File: src/rtl/mem_wb_elastic_if.sv
// MEM/WB stage bus: upstream handshake and entry fields, downstream handshake
// and held fields, plus the forwarding tap toward the hazard unit.
interface mem_wb_elastic_if #(
    parameter int DATA_W = 32,
    parameter int REG_AW = 5,
    parameter int CTRL_W = 2
);
    logic              in_valid;
    logic              in_ready;
    logic [CTRL_W-1:0] in_ctrl;
    logic [DATA_W-1:0] in_alu;
    logic [DATA_W-1:0] in_mem;
    logic [REG_AW-1:0] in_wn;

    logic              out_valid;
    logic              out_ready;
    logic [CTRL_W-1:0] out_ctrl;
    logic [DATA_W-1:0] out_alu;
    logic [DATA_W-1:0] out_mem;
    logic [REG_AW-1:0] out_wn;

    logic              fwd_valid;
    logic [REG_AW-1:0] fwd_wn;
    logic [DATA_W-1:0] fwd_data;

    // Master is the side that feeds MEM entries in and consumes them at WB.
    modport master (
        output in_valid, in_ctrl, in_alu, in_mem, in_wn, out_ready,
        input  in_ready, out_valid, out_ctrl, out_alu, out_mem, out_wn,
        input  fwd_valid, fwd_wn, fwd_data
    );

    modport slave (
        input  in_valid, in_ctrl, in_alu, in_mem, in_wn, out_ready,
        output in_ready, out_valid, out_ctrl, out_alu, out_mem, out_wn,
        output fwd_valid, fwd_wn, fwd_data
    );
endinterface

File: src/rtl/mem_wb_elastic.sv
// Elastic MEM/WB stage: main register plus one skid entry, registered in_ready,
// synchronous flush. Define MEM_WB_FWD_EN to drive the forwarding tap.
module mem_wb_elastic #(
    parameter int DATA_W = 32,
    parameter int REG_AW = 5,
    parameter int CTRL_W = 2
) (
    input  logic                 clk,
    input  logic                 reset,
    input  logic                 flush,
    mem_wb_elastic_if.slave      bus
);
    typedef enum logic [1:0] {
        EMPTY = 2'd0,
        ONE   = 2'd1,
        FULL  = 2'd2
    } state_t;

    state_t            state_q, state_d;
    logic              inReady_q, inReady_d;
    logic [CTRL_W-1:0] mainCtrl_q, skidCtrl_q;
    logic [DATA_W-1:0] mainAlu_q, skidAlu_q;
    logic [DATA_W-1:0] mainMem_q, skidMem_q;
    logic [REG_AW-1:0] mainWn_q, skidWn_q;

    logic              outValid;
    logic [CTRL_W-1:0] outCtrl;
    logic              accept, drain;
    logic              loadMainIn, loadMainSkid, loadSkid;

    assign outValid = (state_q != EMPTY);
    assign outCtrl  = outValid ? mainCtrl_q : '0;
    assign accept   = bus.in_valid & inReady_q;
    assign drain    = outValid & bus.out_ready;

    always_comb begin
        state_d      = state_q;
        loadMainIn   = 1'b0;
        loadMainSkid = 1'b0;
        loadSkid     = 1'b0;
        if (flush) begin
            state_d = EMPTY;
        end else begin
            unique case (state_q)
                EMPTY: begin
                    if (accept) begin
                        loadMainIn = 1'b1;
                        state_d    = ONE;
                    end
                end
                ONE: begin
                    if (accept && drain) begin
                        loadMainIn = 1'b1;
                    end else if (accept) begin
                        loadSkid = 1'b1;
                        state_d  = FULL;
                    end else if (drain) begin
                        state_d = EMPTY;
                    end
                end
                FULL: begin
                    if (drain) begin
                        loadMainSkid = 1'b1;
                        state_d      = ONE;
                    end
                end
                default: state_d = EMPTY;
            endcase
        end
    end

    // Ready is a pure function of the next occupancy, so it leaves the flop directly.
    assign inReady_d = (state_d != FULL);

    always_ff @(posedge clk) begin
        if (reset) begin
            state_q    <= EMPTY;
            inReady_q  <= 1'b1;
            mainCtrl_q <= '0;
            mainAlu_q  <= '0;
            mainMem_q  <= '0;
            mainWn_q   <= '0;
            skidCtrl_q <= '0;
            skidAlu_q  <= '0;
            skidMem_q  <= '0;
            skidWn_q   <= '0;
        end else begin
            state_q   <= state_d;
            inReady_q <= inReady_d;
            if (loadMainIn) begin
                mainCtrl_q <= bus.in_ctrl;
                mainAlu_q  <= bus.in_alu;
                mainMem_q  <= bus.in_mem;
                mainWn_q   <= bus.in_wn;
            end else if (loadMainSkid) begin
                mainCtrl_q <= skidCtrl_q;
                mainAlu_q  <= skidAlu_q;
                mainMem_q  <= skidMem_q;
                mainWn_q   <= skidWn_q;
            end
            if (loadSkid) begin
                skidCtrl_q <= bus.in_ctrl;
                skidAlu_q  <= bus.in_alu;
                skidMem_q  <= bus.in_mem;
                skidWn_q   <= bus.in_wn;
            end
        end
    end

    assign bus.in_ready  = inReady_q;
    assign bus.out_valid = outValid;
    assign bus.out_ctrl  = outCtrl;
    assign bus.out_alu   = mainAlu_q;
    assign bus.out_mem   = mainMem_q;
    assign bus.out_wn    = mainWn_q;

`ifdef MEM_WB_FWD_EN
    assign bus.fwd_valid = outValid & outCtrl[0];
    assign bus.fwd_wn    = mainWn_q;
    assign bus.fwd_data  = outCtrl[1] ? mainMem_q : mainAlu_q;
`else
    assign bus.fwd_valid = 1'b0;
    assign bus.fwd_wn    = '0;
    assign bus.fwd_data  = '0;
`endif
endmodule
File: src/flat_wrapper.sv
// flat-port wrapper written by rule: the top's interface ports become plain ports
module mem_wb_elastic_flat 
#(
    parameter int DATA_W = 32,
    parameter int REG_AW = 5,
    parameter int CTRL_W = 2
)
  (clk, reset, flush, bus_in_valid, bus_in_ctrl, bus_in_alu, bus_in_mem, bus_in_wn, bus_out_ready, bus_in_ready, bus_out_valid, bus_out_ctrl, bus_out_alu, bus_out_mem, bus_out_wn, bus_fwd_valid, bus_fwd_wn, bus_fwd_data);
  mem_wb_elastic_if #(.DATA_W(DATA_W), .REG_AW(REG_AW), .CTRL_W(CTRL_W)) bus_i ();
  input  logic clk;
  input  logic reset;
  input  logic flush;
  input wire logic [$bits(bus_i.in_valid)-1:0] bus_in_valid;
  input wire logic [$bits(bus_i.in_ctrl)-1:0] bus_in_ctrl;
  input wire logic [$bits(bus_i.in_alu)-1:0] bus_in_alu;
  input wire logic [$bits(bus_i.in_mem)-1:0] bus_in_mem;
  input wire logic [$bits(bus_i.in_wn)-1:0] bus_in_wn;
  input wire logic [$bits(bus_i.out_ready)-1:0] bus_out_ready;
  output wire logic [$bits(bus_i.in_ready)-1:0] bus_in_ready;
  output wire logic [$bits(bus_i.out_valid)-1:0] bus_out_valid;
  output wire logic [$bits(bus_i.out_ctrl)-1:0] bus_out_ctrl;
  output wire logic [$bits(bus_i.out_alu)-1:0] bus_out_alu;
  output wire logic [$bits(bus_i.out_mem)-1:0] bus_out_mem;
  output wire logic [$bits(bus_i.out_wn)-1:0] bus_out_wn;
  output wire logic [$bits(bus_i.fwd_valid)-1:0] bus_fwd_valid;
  output wire logic [$bits(bus_i.fwd_wn)-1:0] bus_fwd_wn;
  output wire logic [$bits(bus_i.fwd_data)-1:0] bus_fwd_data;
  assign bus_i.in_valid = bus_in_valid;
  assign bus_i.in_ctrl = bus_in_ctrl;
  assign bus_i.in_alu = bus_in_alu;
  assign bus_i.in_mem = bus_in_mem;
  assign bus_i.in_wn = bus_in_wn;
  assign bus_i.out_ready = bus_out_ready;
  assign bus_in_ready = bus_i.in_ready;
  assign bus_out_valid = bus_i.out_valid;
  assign bus_out_ctrl = bus_i.out_ctrl;
  assign bus_out_alu = bus_i.out_alu;
  assign bus_out_mem = bus_i.out_mem;
  assign bus_out_wn = bus_i.out_wn;
  assign bus_fwd_valid = bus_i.fwd_valid;
  assign bus_fwd_wn = bus_i.fwd_wn;
  assign bus_fwd_data = bus_i.fwd_data;
  mem_wb_elastic #(.DATA_W(DATA_W), .REG_AW(REG_AW), .CTRL_W(CTRL_W)) u_core (.clk(clk), .reset(reset), .flush(flush), .bus(bus_i));
endmodule
File: config.mk
export PLATFORM = sky130hd
export DESIGN_NAME = mem_wb_elastic_flat
export DESIGN_NICKNAME = d
export VERILOG_FILES = /design/src/rtl/mem_wb_elastic_if.sv /design/src/rtl/mem_wb_elastic.sv /design/src/flat_wrapper.sv
export SDC_FILE = /design/constraint.sdc
export NUM_CORES = 1
export LEC_CHECK = 0
export CAP_MARGIN = 20
export CORE_ASPECT_RATIO = 1.5
export CORE_MARGIN = 8
export CORE_UTILIZATION = 45
export CTS_BUF_LIST = sky130_fd_sc_hd__clkbuf_2 sky130_fd_sc_hd__clkbuf_4 sky130_fd_sc_hd__clkbuf_8
export DETAILED_ROUTE_END_ITERATION = 8
export HOLD_SLACK_MARGIN = 0.03
export PLACE_DENSITY = 0.78
export SETUP_SLACK_MARGIN = 0.4
export SYNTH_ARGS = -nofsm -noshare
export SYNTH_HDL_FRONTEND = slang
export SYNTH_SLANG_ARGS = --single-unit
File: constraint.sdc
create_clock -name clk -period 2.5 [get_ports clk]
set_clock_uncertainty 0.2 [all_clocks]
set_input_delay 0.5 -clock clk [delete_from_list [all_inputs] [get_ports clk]]
set_output_delay 0.5 -clock clk [all_outputs]
set_load 0.05 [all_outputs]
======== After elaboration in Yosys (flattened, before gate mapping) ========
Cells that the tools add are included.
storage, ports and cells
  register bits after elaboration ......... 145
  output and inout bits ................... 111
operators by class
  equal/unequal tests ..................... 3
  multiplexer cells ....................... 26
  bitwise gates (word level) .............. 2
  reductions and logical operators ........ 4
operators with widths
  operator            count
  $mux 32             4
  $mux 2              9
  $mux 5              2
  $mux 1              9
  $pmux 2 s3          1
  $reduce_bool 2->1   2
  $and 1x1->1         2
  $eq 2x1->1 const B  1
  $eq 2x2->1 const B  1
  $logic_not 2->1     1
  $ne 2x2->1 const B  1
  $pmux 1 s2          1
  $logic_and 1x1->1   1

======== Logic depth before layout (Yosys ltp) ========
  depth after elaboration ................. 8
  depth in mapped cells ................... 8

======== Worst setup path after synthesis ========
OpenSTA, ideal clock, no wires.
  kind .................................... register to register
  start ................................... reg u_core.inReady_q, in the netlist u_core.bus.in_ready
  end ..................................... reg u_core.mainMem_q[12], in the netlist u_core.bus.out_mem[12]
  arrival ................................. 1.872 ns
  required time ........................... 2.153 ns
  setup slack ............................. 0.281 ns
  cell stages (with the launch flop) ...... 8
  path buffers ............................ 3
  clock period less this slack ............ 2.219 ns
  cell sequence ........................... dfxtp_1 nand2_1 or4_1 buf_2 buf_6 buf_2 nor2_1 a311oi_2
between the ends
  cells in the longest elaborated chain, start to end .. 6
  elaborated cells on any way between the ends .. 8
  those cells by class .................... 5 x mux; 1 x bitwise; 2 x reduce/logical
RTL lines
  what                                          line                  text
  start: declaration                            mem_wb_elastic.sv:20  logic inReady_q, inReady_d;
  start signal: assignment                      mem_wb_elastic.sv:89  inReady_q <= inReady_d;
  $and 1x1->1 (*)                               mem_wb_elastic.sv:33  assign accept = bus.in_valid & inReady_q;
  $logic_and 1x1->1                             mem_wb_elastic.sv:52  if (accept && drain) begin
  $mux 1                                        mem_wb_elastic.sv:52
  $pmux 1 s2 (*)                                mem_wb_elastic.sv:44  unique case (state_q)
  $mux 1 (*)                                    mem_wb_elastic.sv:41  if (flush) begin
  $mux 32 or $reduce_bool 2->1 (tied branches)  --
  end signal: assignment                        mem_wb_elastic.sv:93  mainMem_q <= bus.in_mem;
  end signal: assignment                        mem_wb_elastic.sv:98  mainMem_q <= skidMem_q;
  end: declaration                              mem_wb_elastic.sv:23  logic [DATA_W-1:0] mainMem_q, skidMem_q;
Mark *: on every way between the ends. The rest lies on a longest branch, timed or not.
A chain may end at the register's enable or synchronous reset.

======== Final worst setup path ========
  start ................................... in flush
  end ..................................... reg u_core.mainMem_q[16], in the netlist u_core.bus.out_mem[16]
between the ends
  cells in the longest elaborated chain, start to end .. 2
  elaborated cells on any way between the ends .. 4
  those cells by class .................... 3 x mux; 1 x reduce/logical
RTL lines
  what                                          line                  text
  start: declaration                            flat_wrapper.sv:12    input logic flush;
  $mux 1                                        mem_wb_elastic.sv:41
  $mux 32 or $reduce_bool 2->1 (tied branches)  --
Several ways; a longest one is shown, not always the timed one.

==> flow_summary_export.csv <==
group,metric,value,unit
status,status,"complete, no violations",
critical_path,critical_path_class,"input pin to register",
synth,synth.most_common_cell,"nand2_1",
timing,maxSlewViolCount,0,
critical_path,worstPathRequired,2.57,ns
synth,ys.flop_type,"dfxtp_1",
timing,min_period,2.08,ns
placed_design,hpwl,11000,um
timing,relSlewSlack,47.8,%
job,maxCapViolations,0,
synth,ys_ff_latch,145,
critical_path,max_stage_delay,0.61,ns
critical_path,crit_slowest_cell,"or4_4",
route,vias_per_cell,5.21,
clocking,cts-root-buf,"clkbuf_8",
critical_path,crit_family,"simple AND/OR/NAND/NOR gates",
synth,synthAdderAreaFrac,0,%
critical_path,end_kind,"register",
layout,stdcell_count,1066,
critical_path,rr_worst_depth,5,
hold_path,holdPathStages,2,
clocking,cts_made_buffers,17,
synth,synth_xor_area_share,0,%
critical_path,worst-path-max-fanout,74,
synth,synth_common_cells,"286 x nand2_1, 145 x dfxtp_1, 72 x a21oi_1, 72 x nor2_1, 70 x a311oi_2",
timing,worstMarginPinSlew,0.783,ns
clocking,clk_latency,0.43,ns
synth,synth_top_area_cell,"dfxtp_1",
layout,multi_input_area,0.00305,mm^2
global_route,grt_max_degree,81,
synth,postSynth.asyncResetShare,0,%
critical_path,crit_chain,"clkdlybuf4s50_1 > or4_4 > buf_12 > nor2_1 > a311oi_2",
layout,regArea,0.00291,mm^2
critical_path,critPathLaunchType,"input pin",
timing,final.setup.tns,0,ns
route,ant_nets,0,
route,drc_errors,0,
route,first_iter_violations,310,
critical_path,cp.arrival,2.15,ns
die,num_rows,53,
layout,syn2layout_area_growth,28.9,%
critical_path,rrSetupSlack,0.65,ns
layout,fill_cells,1268,
pwr,power.total,5220,uW
clocking,clock_path_buffers,2,
synth,synth_area_per_cell,8.34,um^2
die,dieArea,0.0183,mm^2
timing,fmax,482,MHz
hold_path,hold_end,"u_core.skidAlu_q[25]$_SDFFE_PP0P_",
synth,synth_compound_area_share,22.6,%
timing,period_share,83.0,%
die,start_util,45.8,%
synth,synth_top_family_by_area,"simple AND/OR/NAND/NOR gates",
synth,yosys_warnings,0,
placed_design,io_buffers,148,
layout,diodes,0,
timing,rsz0062_at_grt,"true",
global_route,grt_pass1_vias,5408,
die,die-width,113,um
synth,yosys.area.top_type_share,45.5,%
critical_path,startpoint,"flush",
synth,syn_inst,765,
synth,yosys.cell_types.count,26,
global_route,grt_pass1_wl,27000,um
hold_path,holdCritStartpoint,"u_core.skidAlu_q[25]$_SDFFE_PP0P_",
synth,yosys-mux-area-fraction,0,%
clocking,cts_setup_buffers,0,
timing,fin_ws,0.424,ns
pwr,powerDensity,634,mW/mm^2
layout,finalNetCount,964,
pwr,p_leak,0.00307,uW
synth,synth-edff-count,0,
global_route,antenna_found_initial,0,
die,ios,187,
critical_path,r2r-end,"u_core.bus.out_mem[16]$_SDFFE_PP0P_",
hold_path,hold_class,"register to register",
layout,layout-drive-gt1-share,15.2,%
pwr,peakVddDrop,0.378,mV
die,coreArea,0.0139,mm^2
route,drt_wl_total,16700,um
placed_design,dp_slack,0.0223,ns
clocking,path_clk_slew,0.07,ns
route,dr.pass1.iters,4,
placed_design,place.gp.congestion,0.753,
global_route,grt.total_usage,18.0,%
synth,ys_top_cells_by_area,"dfxtp_1 45%, nand2_1 17%, a311oi_2 16%",
route,vias,5551,
critical_path,timing.rr.start,"u_core.state_q[0]$_SDFF_PP0_",
route,drt-wirelength-per-cell,15.7,um
placed_design,dp_cells,1034,
clocking,cts_sinks,145,
critical_path,cp_num_cells,5,
clocking,h-tree-depth,4,
critical_path,cp.buffers_inverters,2,
synth,seq_area_frac_synth,45.5,%
clocking,cts_tree,"yes",
synth,synth-simple-area-share,22.6,%
synth,netlist_area,0.00638,mm^2
timing,finalHoldViolations,0,
timing,setup_violations,0,
global_route,overflow,0,
die,die_h,162,um
timing,whs,0.256,ns
[tightest hold or removal path: stages, from the launching register on]
cell and delay [ns]:
dfxtp_1 0.31, nand2_1 0.05, a21oi_1 0.05
[how the worst max path moves through the flow]
stage,end
finish,u_core.bus.out_mem[16]$_SDFFE_PP0P_
global route,u_core.bus.out_mem[13]$_SDFFE_PP0P_
CTS,bus_out_ctrl[1]
detailed placement,u_core.bus.out_mem[13]$_SDFFE_PP0P_
global placement,u_core.bus.out_mem[14]$_SDFFE_PP0P_
floorplan,u_core.bus.out_mem[12]$_SDFFE_PP0P_
[timing repair]
item	4_1_cts	5_1_grt
resized for setup	86	13
hold buffers	0	0
setup endpoints to repair	73	8
[metrics by stage]
step                      utilization (%)  area (um^2)
after floorplan                         -         6520
after global placement               56.9         7920
after detailed placement             56.9         7920
after CTS                            59.1         8230
after global routing                 59.1         8230
final                                59.1         8230
[registers in the layout (all words and copies together) (netlist names)]
signal,count
u_core.bus.out_alu,32
u_core.bus.out_mem,32
u_core.skidAlu_q,32
u_core.skidMem_q,32
u_core.bus.out_wn,5
u_core.skidWn_q,5
u_core.mainCtrl_q,2
u_core.skidCtrl_q,2
u_core.state_q,2
u_core.bus.in_ready,1
[routing by layer]
metal,GRT usage (%),vias to the layer above,wire length (um)
li1,-,2729,-
met3,4.83,22,972
met1,20.0,2629,6940
met4,6.69,0,354
met2,32.0,171,8470
met5,0,-,0
[logic make-up after synthesis]
kind of cell    after synthesis
other cells                   1
simple gates                372
buf+inv                     101
compound gates              146
flops                       145
[final cells by class]
class,count,area share [%]
multi-input cells,556,37.0
clock inverters,15,1.81
clock buffers,17,2.84
repair buffers,168,20.5
flip-flops and latches,145,35.3
well taps,165,2.51
[power by group]
group	total (uW)	switching [uW]	internal [uW]
clock	1780	968	815
combinational	984	671	313
sequential	2450	49.2	2400
total	5220	1690	3530
[cells in the final DEF (no fill, tap or decap), types with 2 or more instances in the layout]
cell type / netlist / layout
nand2_1: 286 / 286
dfxtp_1: 145 / 142
clkdlybuf4s50_1: 0 / 74
a21oi_1: 72 / 72
nor2_1: 72 / 70
a311oi_2: 70 / 70
dlygate4sd2_1: 0 / 66
conb_1: 1 / 38
clkbuf_8: 0 / 17
buf_12: 0 / 11
buf_4: 40 / 9
clkinvlp_4: 0 / 6
inv_6: 0 / 4
clkdlybuf4s15_1: 0 / 4
inv_8: 0 / 3
buf_6: 8 / 3
dfxtp_2: 0 / 3
and2_1: 2 / 2
nor2_2: 0 / 2
(Power assumes the default switching activity.)
